### src/rtl/mux_ctrl_pkg.sv
// +--------------------------------------------------------------------------+
// | mux_ctrl_pkg : shared constants and FSM encodings for the mux arbiter    |
// | Rev 1.0                                                                  |
// +--------------------------------------------------------------------------+
`default_nettype none

package mux_ctrl_pkg;
   localparam int N_REQ = 8;
   localparam int SEL_W = 3;

   localparam logic [0:0] ST_IDLE  = 1'b0;
   localparam logic [0:0] ST_GRANT = 1'b1;
endpackage

`default_nettype wire

### src/rtl/mux8x1_rr_arbiter_pick.sv
// +--------------------------------------------------------------------------+
// | rr_pick8 : rotating priority encoder, first request at or after start    |
// | Rev 1.0                                                                  |
// +--------------------------------------------------------------------------+
`default_nettype none

module rr_pick8
   import mux_ctrl_pkg::*;
(
   input  logic [N_REQ-1:0] req,
   input  logic [SEL_W-1:0] start,
   output logic             found,
   output logic [SEL_W-1:0] idx
);
   logic [SEL_W-1:0] pos;

   // Scan from the farthest offset down so the nearest request wins last.
   always_comb begin
      found = 1'b0;
      idx   = '0;
      pos   = '0;
      for (int k = N_REQ - 1; k >= 0; k--) begin
         pos = start + 3'(k);
         if (req[pos]) begin
            found = 1'b1;
            idx   = pos;
         end
      end
   end
endmodule

`default_nettype wire

### src/rtl/mux8x1bh.sv
// +--------------------------------------------------------------------------+
// | mux8x1bh : behavioral 8:1 single-bit multiplexer                         |
// | Rev 1.0                                                                  |
// +--------------------------------------------------------------------------+
`default_nettype none

module mux8x1bh (
   input  logic [7:0] d_i,
   input  logic [2:0] s_i,
   output logic       y_o
);
   assign y_o = d_i[s_i];
endmodule

`default_nettype wire

### src/rtl/mux8x1_rr_arbiter.sv
// +--------------------------------------------------------------------------+
// | mux8x1_rr_arbiter : round-robin, burst-limited owner of a shared 8:1 mux |
// | Rev 1.0                                                                  |
// +--------------------------------------------------------------------------+
`default_nettype none

module mux8x1_rr_arbiter
   import mux_ctrl_pkg::*;
#(
   parameter int MAX_BURST = 4
) (
   input  logic             clk,
   input  logic             rst_n,
   input  logic [N_REQ-1:0] req,
   input  logic [N_REQ-1:0] din,
   output logic [SEL_W-1:0] sel,
   output logic [N_REQ-1:0] gnt,
   output logic             gnt_valid,
   output logic             dout
);
   localparam logic [3:0] C_LAST = 4'(MAX_BURST - 1);

   logic [0:0]       state_q, state_d;
   logic [SEL_W-1:0] ptr_q, ptr_d;
   logic [3:0]       cnt_q, cnt_d;
   logic [SEL_W-1:0] sel_q, sel_d;
   logic [N_REQ-1:0] gnt_q, gnt_d;
   logic             gv_q, gv_d;

   logic             release_w;
   logic [SEL_W-1:0] start_w;
   logic             found_w;
   logic [SEL_W-1:0] idx_w;
   logic             mux_w;

   assign release_w = (state_q == ST_GRANT) && (!req[sel_q] || (cnt_q == C_LAST));
   // On release the search restarts just past the outgoing owner in the same edge.
   assign start_w   = release_w ? (sel_q + 3'd1) : ptr_q;

   rr_pick8 u_pick (
      .req   (req),
      .start (start_w),
      .found (found_w),
      .idx   (idx_w)
   );

   always_comb begin
      state_d = state_q;
      ptr_d   = ptr_q;
      cnt_d   = cnt_q;
      sel_d   = sel_q;
      gnt_d   = gnt_q;
      gv_d    = gv_q;
      if (state_q == ST_IDLE || release_w) begin
         if (release_w)
            ptr_d = sel_q + 3'd1;
         if (found_w) begin
            state_d = ST_GRANT;
            sel_d   = idx_w;
            gnt_d   = 8'(1) << idx_w;
            cnt_d   = '0;
            gv_d    = 1'b1;
         end else begin
            state_d = ST_IDLE;
            gnt_d   = '0;
            gv_d    = 1'b0;
         end
      end else begin
         cnt_d = cnt_q + 4'd1;
      end
   end

   always_ff @(posedge clk or negedge rst_n) begin
      if (!rst_n) begin
         state_q <= ST_IDLE;
         ptr_q   <= '0;
         cnt_q   <= '0;
         sel_q   <= '0;
         gnt_q   <= '0;
         gv_q    <= 1'b0;
      end else begin
         state_q <= state_d;
         ptr_q   <= ptr_d;
         cnt_q   <= cnt_d;
         sel_q   <= sel_d;
         gnt_q   <= gnt_d;
         gv_q    <= gv_d;
      end
   end

   mux8x1bh u_mux (
      .d_i (din),
      .s_i (sel_q),
      .y_o (mux_w)
   );

   assign sel       = sel_q;
   assign gnt       = gnt_q;
   assign gnt_valid = gv_q;
   assign dout      = mux_w & gv_q;
endmodule

`default_nettype wire
### config.mk
export PLATFORM = sky130hd
export DESIGN_NAME = mux8x1_rr_arbiter
export DESIGN_NICKNAME = d
export VERILOG_FILES = /design/src/rtl/mux_ctrl_pkg.sv /design/src/rtl/mux8x1_rr_arbiter_pick.sv /design/src/rtl/mux8x1bh.sv /design/src/rtl/mux8x1_rr_arbiter.sv
export SDC_FILE = /design/constraint.sdc
export NUM_CORES = 1
export LEC_CHECK = 0
export ABC_AREA = 1
export CORE_MARGIN = 2
export CORE_UTILIZATION = 52
export CTS_CLUSTER_DIAMETER = 50
export DETAILED_ROUTE_END_ITERATION = 16
export GPL_ROUTABILITY_DRIVEN = 0
export GPL_TIMING_DRIVEN = 0
export PLACE_DENSITY = 0.85
export REMOVE_ABC_BUFFERS = 1
export SYNTH_ARGS = -nofsm -noshare
export SYNTH_HDL_FRONTEND = slang
export SYNTH_SLANG_ARGS = --single-unit
export TNS_END_PERCENT = 10
### constraint.sdc
create_clock -name clk -period 4.25 [get_ports clk]
set_clock_uncertainty 0.15 [all_clocks]
set_input_delay 0.85 -clock clk [delete_from_list [all_inputs] [get_ports clk]]
set_output_delay 0.85 -clock clk [all_outputs]
set_load 0.01 [all_outputs]
Word level (Yosys, flattened, before mapping)
Cells that the tools add are included.
- ROM bits: 0
- bits in registers: 19
- output and inout bits: 13
- latch bits: 0
- bits in writable memories: 0
- bits of input ports: 18
- memories: 0
- bitwise operators: 2
- divide/modulo/power cells: 0
- add/subtract/negate cells: 9
- mux-type cells: 41
- magnitude comparators: 9
- shifts and indexed selects: 1
- $mul: 0
- eq/ne operators: 2
- reductions and logical operators: 5
- operators by type and width (kind ; number):
    3-bit by 4-bit less-than comparator with 1-bit output (second input constant) ; 9
    1-bit binary-select mux with 3-bit select ; 10
    3-bit two-way mux ; 9
    1-bit two-way mux ; 19
    3-bit adder (second input constant) ; 4
    4-bit two-way mux ; 2
    8-bit two-way mux ; 1
    1-bit by 3-bit << shifter with 8-bit output (first input constant) ; 1
    3-bit by 1-bit adder with 3-bit output (second input constant) ; 2
    3-bit by 2-bit adder with 3-bit output (second input constant) ; 2
    4-bit by 1-bit adder with 4-bit output (second input constant) ; 1
    4-bit by 2-bit equality test with 1-bit output (second input constant) ; 1
    1-bit logical OR ; 2
    2-bit != test (second input constant) ; 1
    2-bit AND reduction ; 1
    1-bit bitwise AND ; 1
    1-bit logical AND ; 1
    1-bit zero test ; 1
    1-bit NOT ; 1

Depth between registers and ports, before layout
Gate-level depths: netlist of the first run.
- depth in word-level cells: 19
- gate-level depth with buffers: 28
- depth with buffers taken out: 26

Cells and area by module
From an unflattened synthesis of the first run, not the netlist that was laid out.
- cells, all modules: 285
- area total of the unflattened synthesis: 1854.3 µm²
- modules (own cells, without submodules) (module ; instances ; cells each ; area an instance (µm²)):
    mux8x1_rr_arbiter ; 1 ; 135 ; 1004.7
    rr_pick8 ; 1 ; 122 ; 739.5
    mux8x1bh ; 1 ; 28 ; 110.1

Least setup slack after synthesis of the first run
OpenSTA, ideal clock, no wires.
- path type: input to register
- start point: in req[7]
- end point: reg gnt_q[5] (netlist: gnt[5])
- stages on the path: 25
- arrival time: 3.127 ns
- buffers on the path: 1
- setup slack: 0.856 ns
- cell sequence: inv_1 nand2_1 nand3_2 nand3_2 nand3_4 nand2_8 nand2_8 nand2_4 inv_1 ha_1 buf_2 inv_1 nand3_1 nand2_1 nand2_1 nand2_1 nand2_1 nor3_4 nand2_4 nand2_4 nor2_2 nand2_2 inv_2 nand3_1 nand2_1
- word-level cells in the longest chain between the ends: 19
- ends and longest elaborated chain (what ; line ; text):
    from (decl) ; mux8x1_rr_arbiter.sv:14 ; input logic [N_REQ-1:0] req,
    1-bit binary-select mux with 3-bit select * ; mux8x1_rr_arbiter.sv:36 ; assign release_w = (state_q == ST_GRANT) && (!req[sel_q] || (cnt_q == C_LAST));
    1-bit two-way mux (not written as such) * ; mux8x1_rr_arbiter.sv:36 ;
    1-bit zero test * ; mux8x1_rr_arbiter.sv:36 ;
    1-bit logical OR * ; mux8x1_rr_arbiter.sv:36 ;
    1-bit logical AND * ; mux8x1_rr_arbiter.sv:36 ;
    3-bit two-way mux * ; n/a ;
    net start_w[0] ; mux8x1_rr_arbiter.sv:31 ; logic [SEL_W-1:0] start_w;
    3-bit adder ; mux8x1_rr_arbiter_pick.sv:23 ; pos = start + 3'(k);
    1-bit binary-select mux with 3-bit select ; mux8x1_rr_arbiter_pick.sv:24 ; if (req[pos]) begin
    1-bit two-way mux (not written as such) ; mux8x1_rr_arbiter_pick.sv:24 ;
    3-bit two-way mux (8 in a row) ; mux8x1_rr_arbiter_pick.sv:24 ;
    1-bit by 3-bit << shifter with 8-bit output ; mux8x1_rr_arbiter.sv:60 ; gnt_d = 8'(1) << idx_w;
    8-bit two-way mux * ; mux8x1_rr_arbiter.sv:57 ; if (found_w) begin
    to (signal assigned) ; mux8x1_rr_arbiter.sv:86 ; gnt_q <= gnt_d;
    to (decl) ; mux8x1_rr_arbiter.sv:27 ; logic [N_REQ-1:0] gnt_q, gnt_d;
Mark *: on every way through the listed nets, which the timed path passes. The rest lies on a longest branch. The select of a mux whose other input is x is not followed.
A chain may end at the register's enable or synchronous reset.

Worst setup path after layout of the first run
- start point: in req[0]
- end point: reg gnt_q[6] (netlist: gnt[6])
The elaborated chain is that of the path after synthesis.

==> reports/qor.csv, run 1 <==
metric,value,unit
hold_ws,333,ps
die_w,64.5,µm
cts.hold.buffers_added,0,
fin_cells,347,
cp.depth,25,
die_area,4160,µm²
cts_tree,built,
cts-htree-levels,1,
max_freq,0.256,GHz
syn_avg_cell_area,7.04,µm²
dpl.hpwl,3.39,mm
cp_data_required_time,4290,ps
critical_path_class,primary input to flip-flop,
worst_path_max_delay_cell,clkdlybuf4s50_1,
initial_core_util,55.7,%
routed_wirelength,4.25,mm
pin_count,31,
drt_iter0_drc,134,
clk_pin_slew_worst_paths,90,ps
grt.total_usage,21.5,%
final_layout_size_suffix_gt1_share,20.6,%
port_buffers,30,
cts_root_buf,clkbuf_4,
finalMaxSlewViolations,0,
hold_viol_final,0,
critPathLaunchType,primary input,
synthDominantCellAreaShare,25.0,%
viasPerCell,5.36,
post-route-period-util,91.8,%
die_y,64.5,µm
hold_depth,2,
synth.distinct_cells,32,
rows,21,
crit_fanout,10,
grt_pass1_wl,7.33,mm
grt_max_degree,20,
yosysSeqAreaShare,25.0,%
nets,324,
r2r_cells,24,
cpMostUsedCell,nand2_1,
slew_headroom,47.0,%
path_buf_inv,5,
cts_buffers,3,
rsz0062_at_grt,no,
cts_buffer_depth,2,
cts_setup_buffers,0,
clk_latency,300,ps
crit_path_end_kind,flip-flop,
antenna_found_initial,0,
fin_crit,3900,ps
ys_warn_count,0,
syn_area,1900,µm²
routedWlPerCell,12.3,µm
cp_slowest_stage_delay,530,ps
tightest_slew,793,ps
vias,1860,
maxCapViolations,0,
grt_remaining_overflow,0,
numPlacedInstances,343,
drc,0,
core_area,3420,µm²
num_antenna_cells,0,
synth_seq_cells,19,
synthTopCellsByArea,"dfrtp_1 25%, nand3_1 15%, nand2_1 14%, nand3_2 6.3%, nand2_2 4.6%",
dr.pass1.iters,4,
run_status,completed,
ant_nets,0,
syn_to_final_growth,19.1,%
yosysTopAreaCell,dfrtp_1,
syn_inst,270,
cp_data_arrival_time,3940,ps
hold_path.class,flip-flop to flip-flop,
crit_family,simple AND/OR/NAND/NOR gates,
grt_pass1_vias,1782,
setup_violations,0,
cts.sinks,19,
## cell usage after synthesis (all sizes together)
| master | n |
|---|---|
| a32o | 1 |
| o21ai | 10 |
| o21bai | 1 |
| dfrtp | 19 |
| ha | 4 |
| o22ai | 1 |
| nor2 | 16 |
| xor2 | 4 |
| or2 | 1 |
| nor3 | 2 |
| nand3 | 71 |
| a21oi | 9 |
| inv | 31 |
| a31oi | 1 |
| nand2 | 93 |
| buf | 3 |
| nand3b | 1 |
| clkinv | 2 |
## worst paths after layout
| path | slack (ps) | from | end |
|---|---|---|---|
| min | 330 | gnt[6] | gnt[6] |
| min reg2reg | 330 | gnt[6] | gnt[6] |
| max in group asynchronous | 2590 | rst_n | gnt[0] |
| max | 350 | req[0] | gnt[6] |
| min in group asynchronous | 850 | rst_n | ptr_q[1] |
| max reg2reg | 650 | sel[0] | gnt[6] |
## final cells by class
cell class	instances	area, µm²
tap	46	57.6
sequential	19	475
fill	308	1150
clock inverter	1	5.00
multi-input combinational	215	1270
timing repair buffer	30	300
clock buffer	3	22.5
inverter	33	130
## repair_timing
| action | in CTS | in global routing |
|---|---|---|
| hold endpoints to repair | 0 | 0 |
| setup endpoints to repair | 0 | 9 |
| resized for setup | 0 | 2 |
## cells in the final DEF, fill, tap and decap left out, drive strengths merged, types with 2 or more instances in the layout
cell type       n
a21oi           9
clkbuf          3
clkdlybuf4s50  30
clkinv          3
dfrtp          19
ha              4
inv            31
nand2          93
nand3          71
nor2           16
nor3            2
o21ai          10
xor2            4
## stage by stage
| stage | setup WS [ps] | instance area, µm² | util [%] | setup TNS (ps) |
|---|---|---|---|---|
| finish | 349 | 2270 | 66.3 | 0 |
| global route | 55.5 | 2270 | 66.3 | 0 |
| CTS | 198 | 2260 | 66.3 | 0 |
| detailed placement | -117 | 2240 | 65.5 | -649 |
| global placement | -90.9 | 2240 | 65.5 | -442 |
| floorplan | 861 | 1880 | - | 0 |
## kinds of logic after synthesis
kind of cell    count (synthesis)  synth area share [%]
simple gates                  184                  54.5
buf+inv                        36                  8.09
compound gates                 23                  6.97
flops                          19                  25.0
xor+xnor                        4                  2.83
fa+ha+maj                       4                  2.63
## registers in the layout, indices dropped and copies added, names as in the netlist
| register | count |
|---|---|
| sel | 3 |
| ptr_q | 3 |
| state_q | 1 |
| gnt | 8 |
| cnt_q | 4 |
## per-layer routing
| metal | part of all wire, % | global-route usage (%) | vias to the layer above |
|---|---|---|---|
| met3 | 5.5 | 3.99 | 6 |
| met2 | 47 | 37.2 | 61 |
| met4 | 0.92 | 4.26 | 0 |
| li1 | - | - | 949 |
| met5 | 0 | 0 | - |
| met1 | 46 | 28.2 | 844 |
## tightest hold or removal path, stage by stage, from the launching register on
cell	delay, ps
dfrtp_1	350
nand2_1	50
nand2_1	60
Power of run 1 is left out: the tool's default activity adds up to more than one toggle a clock period on the data nets, which glitch-free logic cannot reach.
==> run 2: changes to the inputs <==
--- a/config.mk
+++ b/config.mk
@@ -6,6 +6,7 @@
 export NUM_CORES = 1
 export LEC_CHECK = 0
 export ABC_AREA = 1
+export CORE_ASPECT_RATIO = 0.5
 export CORE_MARGIN = 2
 export CORE_UTILIZATION = 52
 export CTS_CLUSTER_DIAMETER = 50
==> reports/qor.csv, run 2 (synthesis results as in run 1) <==
metric,value,unit
grt_max_degree,20,
crit_fanout,10,
die_area,4190,µm²
die_y,46.8,µm
dpl.hpwl,3.63,mm
register_area,475,µm²
rsz0062_at_grt,no,
multi_input_area,1290,µm²
rows,15,
worst_path_max_delay_cell,clkdlybuf4s50_1,
cp_data_required_time,4250,ps
tightest_slew,838,ps
timing.final.ws_setup,303,ps
crit_family,simple AND/OR/NAND/NOR gates,
initial_core_util,54.8,%
cts-htree-levels,1,
cpMostUsedCell,nand2_1,
drc,0,
largest_register_ffs,8,
fin_crit,3950,ps
hold_depth,2,
slew_headroom,44.0,%
numPlacedInstances,348,
postCtsResizedCells,0,
viasPerCell,5.35,
r2r_cells,24,
maxCapViolations,0,
num_antenna_cells,0,
die_w,89.5,µm
final_area,2310,µm²
grt.total_usage,24.2,%
dp_slack,-181,ps
cts_tree,built,
max_freq,0.253,GHz
port_buffers,30,
path_buf_inv,5,
routedWlPerCell,13.3,µm
ant_nets,0,
cp_slowest_stage_delay,530,ps
post-route-period-util,92.9,%
vias,1883,
cts_root_buf,clkbuf_8,
fillCellCount,280,
cts_buffer_depth,2,
layout_common_cells,"70 x nand2_1, 57 x nand3_1, 30 x clkdlybuf4s50_1, 19 x inv_1, 19 x dfrtp_1",
critPathLaunchType,primary input,
cts.hold.buffers_added,0,
core_area,3470,µm²
dr.pass1.iters,4,
antenna_found_initial,0,
finalMaxSlewViolations,0,
cts.sinks,19,
hold_path.class,flip-flop to flip-flop,
nets,324,
cp_data_arrival_time,3950,ps
clk_pin_slew_worst_paths,70,ps
routed_wirelength,4.67,mm
grt_remaining_overflow,0,
postPlaceCellArea,2240,µm²
clk_latency,260,ps
crit_path_end_kind,flip-flop,
pin_count,31,
final_layout_size_suffix_gt1_share,20.6,%
grt_pass1_vias,1683,
layout_commonest_cell,nand2_1,
critical_path_class,primary input to flip-flop,
setup_violations,0,
fin_cells,352,
grt_pass1_wl,7.71,mm
cp.depth,25,
run_status,completed,
cts_setup_buffers,0,
syn_to_final_growth,21.4,%
hold_viol_final,0,
cts_buffers,3,
drt_iter0_drc,114,
[run 2: final cells by class]
cell class              instances  area share (%)
multi-input cells             215            56.0
flip-flops and latches         19            20.6
repair buffers                 30            13.0
inverters                      33            5.64
well taps                      51            2.76
clock buffers                   3            1.79
clock inverters                 1           0.217
[run 2: worst min-delay path, stage by stage (launching register included)]
cell and delay [ps]:
dfrtp_1 340, nand2_1 50, nand2_1 60
[run 2: metrics by stage]
stage	hold WS, ps	TNS [ps]	utilization, %
4_1_cts	341	0	65.9
3_3_place_gp	316	-358	64.6
6_report	336	0	66.5
3_5_place_dp	315	-1360	64.6
2_1_floorplan	341	0	-
5_1_grt	367	0	66.5
[run 2: per-layer routing]
metal | part of all wire, % | GRT usage, % | vias up
met4 | 0.84 | 4.78 | 0
met3 | 5.0 | 3.51 | 6
met5 | 0 | 0 | -
li1 | - | - | 951
met1 | 46 | 35.5 | 877
met2 | 48 | 39.0 | 49
[run 2: worst paths after layout]
check                              end   start  slack, ps
worst max-delay path            gnt[6]  req[0]        300
worst min-delay path            gnt[0]  gnt[0]        340
worst max register to register  gnt[6]  sel[0]        660
worst min register to register  gnt[0]  gnt[0]        340
max in group asynchronous       sel[2]   rst_n       2510
min in group asynchronous       gnt[0]   rst_n        920
Power of run 2 is left out for the same reason.
==> run 3: changes to the inputs <==
--- a/config.mk
+++ b/config.mk
@@ -8,12 +8,12 @@
 export ABC_AREA = 1
 export CORE_ASPECT_RATIO = 0.5
 export CORE_MARGIN = 2
-export CORE_UTILIZATION = 52
+export CORE_UTILIZATION = 50
 export CTS_CLUSTER_DIAMETER = 50
 export DETAILED_ROUTE_END_ITERATION = 16
 export GPL_ROUTABILITY_DRIVEN = 0
 export GPL_TIMING_DRIVEN = 0
-export PLACE_DENSITY = 0.85
+export PLACE_DENSITY = 0.82
 export REMOVE_ABC_BUFFERS = 1
 export SYNTH_ARGS = -nofsm -noshare
 export SYNTH_HDL_FRONTEND = slang
==> reports/qor.csv, run 3 (synthesis results as in run 1) <==
metric,value,unit
antenna_found_initial,0,
cts_root_buf,clkbuf_8,
cts_tree,built,
pin_count,31,
routed_wirelength,4.69,mm
die_y,47.6,µm
clk_pin_slew_worst_paths,70,ps
timing.final.ws_setup,328,ps
clk_latency,260,ps
port_buffers,30,
multi_input_area,1300,µm²
hold_ws,339,ps
r2r_start,sel[0],
final_layout_size_suffix_gt1_share,22.2,%
setup_violations,0,
critPathLaunchType,primary input,
rows,15,
grt_max_degree,20,
post-route-period-util,92.3,%
hold_path.class,flip-flop to flip-flop,
largest_register_ffs,8,
fin_crit,3920,ps
drc,0,
r2r_cells,22,
crit_fanout,10,
fillCellCount,305,
die_area,4340,µm²
cts_buffers,3,
dp_slack,-176,ps
grt_pass1_wl,7.67,mm
die_w,91.2,µm
syn_to_final_growth,23.9,%
num_antenna_cells,0,
grt_pass1_vias,1674,
layout_commonest_cell,nand2_1,
viasPerCell,5.29,
nets,329,
rsz0062_at_grt,no,
reg2reg_to,gnt[5],
hold_end,gnt[0],
dr.pass1.iters,4,
routedWlPerCell,13.1,µm
grt_remaining_overflow,0,
hold_viol_final,0,
core_area,3530,µm²
run_status,completed,
ant_nets,0,
tightest_slew,814,ps
hold_depth,2,
dpl.hpwl,3.59,mm
hp-start,gnt[0],
initial_core_util,53.9,%
cp_data_arrival_time,3920,ps
cp_data_required_time,4250,ps
critical_path_class,primary input to flip-flop,
cts.sinks,19,
regToRegSetupSlack,670,ps
cts.hold.buffers_added,0,
slew_headroom,45.6,%
vias,1888,
register_area,475,µm²
cts-htree-levels,1,
crit_path_end_kind,flip-flop,
grt.total_usage,22.5,%
drt_iter0_drc,81,
max_freq,0.255,GHz
finalMaxSlewViolations,0,
maxCapViolations,0,
layout_common_cells,"70 x nand2_1, 56 x nand3_1, 29 x clkdlybuf4s50_1, 19 x inv_1, 19 x dfrtp_1",
cts_buffer_depth,2,
-- run 3: stage by stage --
step                area (µm²)  TNS (ps)  instances  utilization (%)
floorplan                 1880         0        267                -
global placement          2240      -440        348             63.5
detailed placement        2240     -1380        348             63.5
CTS                       2290         0        352             64.9
global route              2360         0        357             66.8
finish                    2360         0        357             66.8
-- run 3: worst max-delay path, cell delays in order --
cell	delay, ps
clkdlybuf4s50_1	510
inv_1	50
nand2_1	60
nand3_1	130
nand3_2	110
nand3_4	140
nand2_8	140
nand2_8	80
nand2_4	120
inv_1	80
ha_4	300
buf_4	140
nand3_1	110
nand3_1	140
nand2_2	120
nor3_4	340
nand2_4	120
nand2_4	90
nor2_2	50
nand2_2	60
inv_2	50
nand3_1	80
nand2_1	60
-- run 3: cell type report --
type | count | area share, %
Sequential cell | 19 | 20.2
Inverter | 33 | 5.68
Timing Repair Buffer | 35 | 14.4
Tap cell | 51 | 2.71
Clock inverter | 1 | 0.212
Multi-Input combinational cell | 215 | 55.0
Clock buffer | 3 | 1.75
-- run 3: worst max-delay path by stage --
| stage | slack, ps | to | depth (start not counted) | startpoint |
|---|---|---|---|---|
| finish | 330 | gnt[5] | 23 | req[1] |
| global route | 20 | gnt[2] | 27 | req[1] |
| CTS | 70 | gnt[5] | 25 | req[0] |
| detailed placement | -180 | gnt[6] | 25 | req[0] |
| global placement | -90 | gnt[4] | 25 | req[0] |
| floorplan | 860 | gnt[5] | 23 | req[5] |
-- run 3: per-layer routing --
layer / wire length (µm) / vias up / track usage [%]
met5: 0 / - / 0
li1: - / 967 / -
met2: 2160 / 58 / 37.5
met3: 251 / 0 / 2.52
met4: 0 / 0 / 4.55
met1: 2280 / 863 / 32.8
-- run 3: what timing repair did --
item                       CTS  global route
setup endpoints to repair    0            12
gates resized for setup      0             6
buffers inserted             0             5
Power of run 3 is left out for the same reason.
